--- src/rtl/mcu_tx_arbiter.sv ---
// Round-robin arbiter sharing the single SPI transmit path to the MCU between
// the content-store hit path (req0) and the upstream data return path (req1).
module mcu_tx_arbiter #(
  parameter int PREFIX_W = 64,
  parameter int DATA_W   = 256,
  parameter int TIMEOUT  = 1023
) (
  input  logic                clk,
  input  logic                rst,
  input  logic                req0_valid,
  output logic                req0_ready,
  input  logic [7:0]          req0_meta,
  input  logic [PREFIX_W-1:0] req0_prefix,
  input  logic [DATA_W-1:0]   req0_data,
  input  logic                req1_valid,
  output logic                req1_ready,
  input  logic [7:0]          req1_meta,
  input  logic [PREFIX_W-1:0] req1_prefix,
  input  logic [DATA_W-1:0]   req1_data,
  output logic                TX_valid,
  output logic [7:0]          tx_meta,
  output logic [PREFIX_W-1:0] tx_prefix,
  output logic [DATA_W-1:0]   tx_data,
  input  logic                tx_done,
  output logic [1:0]          grant,
  output logic                busy,
  output logic                drop_pulse,
  output logic                timeout_err
);

  localparam int CNT_W = $clog2(TIMEOUT + 1);
  // The counter reaches TIMEOUT-1 on the edge leaving the terminal cycle, so the
  // terminal cycle is the one in which it still reads TIMEOUT-2.
  localparam logic [CNT_W-1:0] LP_TERM = CNT_W'(TIMEOUT - 2);
  localparam logic [CNT_W-1:0] LP_MAX  = CNT_W'(TIMEOUT);

  typedef enum logic [1:0] {
    S_IDLE,
    S_LOAD,
    S_WAIT,
    S_HOLD
  } state_t;

  state_t              r_state;
  state_t              w_state_nxt;
  logic                r_last;
  logic [1:0]          r_grant;
  logic [CNT_W-1:0]    r_cnt;
  logic                r_drop;
  logic                r_tmo;
  logic [7:0]          r_meta;
  logic [PREFIX_W-1:0] r_prefix;
  logic [DATA_W-1:0]   r_data;

  logic w_sel;
  logic w_accept;
  logic w_drop;
  logic w_launch;
  logic w_tmo;
  logic w_wait_exit;

  always_ff @(posedge clk) begin
    if (rst) r_state <= S_IDLE;
    else     r_state <= w_state_nxt;
  end

  always_comb begin
    w_state_nxt = r_state;
    w_sel       = 1'b0;
    w_accept    = 1'b0;
    w_drop      = 1'b0;
    w_launch    = 1'b0;
    w_tmo       = 1'b0;
    w_wait_exit = 1'b0;
    // With both sources pending, the one that did not win last time goes next.
    w_sel = (req0_valid && req1_valid) ? ~r_last : req1_valid;
    case (r_state)
      S_IDLE: begin
        if (req0_valid || req1_valid) begin
          w_accept = 1'b1;
          w_drop   = w_sel ? req1_meta[6] : req0_meta[6];
          w_launch = ~w_drop;
          if (w_launch) w_state_nxt = S_LOAD;
        end
      end
      S_LOAD: w_state_nxt = S_WAIT;
      S_WAIT: begin
        if (tx_done) begin
          w_wait_exit = 1'b1;
          w_state_nxt = S_HOLD;
        end else if (r_cnt == LP_TERM) begin
          w_wait_exit = 1'b1;
          w_tmo       = 1'b1;
          w_state_nxt = S_HOLD;
        end
      end
      S_HOLD:  w_state_nxt = S_IDLE;
      default: w_state_nxt = S_IDLE;
    endcase
  end

  always_ff @(posedge clk) begin
    if (rst) begin
      r_last   <= 1'b1;
      r_grant  <= 2'b00;
      r_cnt    <= '0;
      r_drop   <= 1'b0;
      r_tmo    <= 1'b0;
      r_meta   <= '0;
      r_prefix <= '0;
      r_data   <= '0;
    end else begin
      r_drop <= w_accept & w_drop;
      r_tmo  <= w_tmo;
      if (w_accept) r_last <= w_sel;
      if (w_launch) begin
        r_grant  <= w_sel ? 2'b10 : 2'b01;
        r_meta   <= w_sel ? req1_meta   : req0_meta;
        r_prefix <= w_sel ? req1_prefix : req0_prefix;
        r_data   <= w_sel ? req1_data   : req0_data;
      end
      if (w_wait_exit) r_grant <= 2'b00;
      if (r_state == S_LOAD) r_cnt <= '0;
      else if (r_state == S_WAIT && r_cnt < LP_MAX) r_cnt <= r_cnt + 1'b1;
    end
  end

  assign req0_ready  = w_accept & ~w_sel;
  assign req1_ready  = w_accept & w_sel;
  assign TX_valid    = (r_state == S_LOAD);
  assign busy        = (r_state != S_IDLE);
  assign grant       = r_grant;
  assign drop_pulse  = r_drop;
  assign timeout_err = r_tmo;
  assign tx_meta     = r_meta;
  assign tx_prefix   = r_prefix;
  assign tx_data     = r_data;

endmodule

--- config.mk ---
export PLATFORM = sky130hd
export DESIGN_NAME = mcu_tx_arbiter
export DESIGN_NICKNAME = d
export VERILOG_FILES = /design/src/rtl/mcu_tx_arbiter.sv
export SDC_FILE = /design/constraint.sdc
export NUM_CORES = 1
export LEC_CHECK = 0
export ABC_AREA = 0
export CAP_MARGIN = 40
export CORE_AREA = 3 3 382 384
export CTS_CLUSTER_DIAMETER = 120
export DETAILED_ROUTE_END_ITERATION = 8
export DIE_AREA = 0 0 385 387
export RECOVER_POWER = 100
export SYNTH_ARGS = -nofsm -noshare
export SYNTH_HDL_FRONTEND = slang
export SYNTH_SLANG_ARGS = --single-unit
--- constraint.sdc ---
create_clock -name clk -period 1.8 [get_ports clk]
set_input_delay 0.18 -clock clk [delete_from_list [all_inputs] [get_ports clk]]
set_output_delay 0.18 -clock clk [all_outputs]
set_load 0.02 [all_outputs]
==> results.sh <==
export IMPL_gp_congestion=0.954
export IMPL_crit_arrival_ns=2.37
export IMPL_path_cells="nor2b_4 -> nor3_4 -> buf_12 -> clkbuf_16 -> buf_6 -> buf_16 -> a22oi_2 -> a21oi_2"
export IMPL_drc=0
export IMPL_hpwl_um=102000
export IMPL_worst_path_stages=8
export IMPL_coreArea_mm2=0.143
export IMPL_synth_simple_area_share_pct=1.37
export IMPL_outcome="finished, violations left"
export IMPL_ys_seq_area_share_pct=49.5
export IMPL_clock_skew_ns=0.0383
export IMPL_grt_usage_pct=15.4
export IMPL_ys_top_cells_by_area="dfxtp_1, a22oi_1, a21oi_1"
export IMPL_slowest_delay_ns=0.41
export IMPL_setup_ws_ns=-0.120
export IMPL_grt_max_degree=157
export IMPL_syn_area_mm2=0.0140
export IMPL_worstSetupPathType="reg -> reg"
export IMPL_synth_edf_count=0
export IMPL_reg2reg_from="r_last"
export IMPL_crit_family="buffers and inverters"
export IMPL_synth_seq_cells=345
export IMPL_period_share_pct=107
export IMPL_wirelength_um=126000
export IMPL_cp_data_required_time_ns=2.25
export IMPL_p_sw_mw=14.2
export IMPL_row_count=139
export IMPL_clock_root_buffer="clkbuf_16"
export IMPL_dr_pass1_iters=7
export IMPL_internal_power_mw=21.8
export IMPL_routed_via_density=4.05
export IMPL_slowest_stage="a22oi_2"
export IMPL_htreeDepth=2
export IMPL_clk_path_buf_depth=3
export IMPL_hold_violations=0
export IMPL_drt_iter0_drc=1456
export IMPL_synth_xor_area_share_pct=0.376
export IMPL_r2r_slack_ns=-0.12
export IMPL_crit_buf_inv=4
export IMPL_start_kind="register"
export IMPL_drv_cap=0
export IMPL_grt_pass1_vias=17500
export IMPL_tritoncts="built"
export IMPL_numClockSinks=345
export IMPL_hp_class="in -> reg"
export IMPL_vdd_drop_max_uv=663
export IMPL_final_nets=3298
export IMPL_power_density_mw_per_mm2=1200
export IMPL_cts_buffers=44
export IMPL_crit_path_end_kind="register"
export IMPL_fp_dieH_um=387
export IMPL_placed_cells=4449
export IMPL_syn_nets=2264
export IMPL_antenna_found_initial=72
export IMPL_initial_utilization_pct=9.76
export IMPL_relSlewSlack_pct=57.9
export IMPL_r2r_end="tx_data[123]"
export IMPL_synth_compound_area_share_pct=42.5
export IMPL_synth_most_common_cell="dfxtp_1"
export IMPL_worstPathMaxFanout=6
export IMPL_clkTransAtPathRegs_ns=0.06
export IMPL_stdcell_count=4597
export IMPL_ant_nets=0
export IMPL_drv_slew=0
export IMPL_synthArstFlopShare_pct=0
export IMPL_swShare_pct=39.5
export IMPL_die_area_mm2=0.149
export IMPL_drive_gt1_share_pct=16.5
export IMPL_p_leak_nw=10.2
export IMPL_yosysWarningCount=0
export IMPL_vias=18600
export IMPL_synth_top_area_share_pct=49.5
export IMPL_ioPinCount=997
export IMPL_r2r_cells=8
export IMPL_synthTopCellsByCount="dfxtp_1, a21oi_1, o21ai_0"
export IMPL_dieWidth_um=385
export IMPL_synthFlopType="dfxtp_1"
export IMPL_worst_pin_slew_ns=0.632
export IMPL_final_util_pct=21.0
export IMPL_timing_hold_ws_ns=0.227
export IMPL_cp_endpoint="tx_data[123]"
export IMPL_pwr_share_seq_pct=27.2
export IMPL_numPortBuffers=996
export IMPL_grt_first_pass_wirelength_um=157000
export IMPL_postSynthAreaPerCell_um2=8.74
export IMPL_ys_types=42
export IMPL_power_frac_comb_pct=47.8
export IMPL_syn_inst=1598
export IMPL_setup_violations_final=140
export IMPL_fin_crit_ns=1.92
export IMPL_synthAdderAreaFrac_pct=0.448
export IMPL_overflow=0
export IMPL_wl_per_cell_um=27.4
export IMPL_yosys_area_top_type="dfxtp_1"
export IMPL_areaGrowthSynthToFinish_pct=116
export IMPL_critPathLaunch="r_last"
export IMPL_violations="setup timing"
export IMPL_rsz0062_at_grt="yes"
export IMPL_muxShareOfSynthArea_pct=0.0717
export IMPL_clock_latency_ns=0.60
export IMPL_timing_fmax_mhz=521
export IMPL_synth_top_family_by_area="compound AO/OA/AOI/OAI gates"
export IMPL_clock_power_share_pct=25.0
state kept, by name, indices dropped and copies added, names as in the netlist:
| register | count |
|---|---|
| timeout_err | 1 |
| tx_prefix | 64 |
| r_last | 1 |
| drop_pulse | 1 |
| r_state | 2 |
| tx_meta | 8 |
| tx_data | 256 |
| grant | 2 |
| r_cnt | 10 |
per-stage QoR:
step | worst slack [ns] | TNS [ns] | area, um2 | power, mW
detailed placement | -0.682 | -186.88 | 26900 | 25.3
global placement | -0.627 | -182.40 | 26900 | 25.2
global route | -0.153 | -24.55 | 30000 | 37.5
floorplan | 0.0779 | 0 | 14000 | 16.1
CTS | -0.162 | -18.93 | 29000 | 35.4
finish | -0.120 | -3.90 | 30100 | 36.0
cells by family (layout without fill, tap and decap cells):
logic type               count (synthesis)  count (layout)
XOR/XNOR                                 6               6
adder cells (fa/ha/maj)                  5               5
AND/OR/NAND/NOR                         37              37
multiplexers                             1               1
other                                    0              30
flip-flops                             345             345
AO/OA/AOI/OAI                         1008            1008
buffers and inverters                  196            1262
worst min-delay path by stage:
stage | start | depth (start not counted) | slack [ns] | end
global route | tx_done | 2 | 0.22 | timeout_err
floorplan | tx_done | 1 | 0.26 | timeout_err
finish | tx_done | 2 | 0.23 | timeout_err
detailed placement | tx_meta[6] | 1 | 0.44 | tx_meta[6]
global placement | tx_meta[6] | 1 | 0.44 | tx_meta[6]
CTS | tx_done | 2 | 0.15 | timeout_err
worst register-to-register path, delay by kind of cell, from the launching register on:
kind	cells	cell delay (ns)
simple gates	2	0.28
flops	1	0.38
buf+inv	4	0.60
compound gates	2	0.51
power by group through the flow:
stage                     clock (mW)  combinational [mW]  sequential, mW
after floorplan                    0                4.76            11.3
after global placement             0                15.4            9.86
after detailed placement           0                15.4            9.90
after CTS                       9.29                16.3            9.76
after global routing            9.48                18.1            9.91
final                           9.00                17.2            9.79
final cells by class:
cell class	instances	area, um2
antenna	30	75.1
clock inverter	17	170
inverter	11	48.8
multi-input combinational	1057	6930
clock buffer	61	1280
timing repair buffer	1173	12300
sequential	345	6910
tap	1903	2380
fill	15600	113000
routing by layer:
layer  part of all wire [%]  global-route usage (%)  vias to the layer above
met3                     10                    5.77                      204
met4                    4.0                    5.19                       46
met1                     38                    18.1                     9204
met2                     47                    25.7                      971
met5                   0.25                       0                        -
li1                       -                       -                     8184
timing repair:
action,in CTS,in global routing
cloned,13,10
hold endpoints to repair,25,0
gates resized for setup,154,169
hold buffers,1,0
pin swaps,37,123
setup endpoints to repair,472,404
buffers inserted,13,16
cells in the final DEF, fill, tap and decap left out, drive strengths merged, types with 5 or more instances in the layout:
cell type	Yosys	final
a21oi	334	334
a22oi	327	327
buf	45	209
clkbuf	140	70
clkdlybuf4s50	0	879
clkinv	0	10
dfxtp	345	345
diode	0	30
dlygate4sd2	0	73
ha	5	5
inv	11	13
nand2	10	10
nand3	5	5
nor2	9	9
o21ai	331	331
xnor2	5	5
No activity file was read; power rests on OpenSTA's default activity.
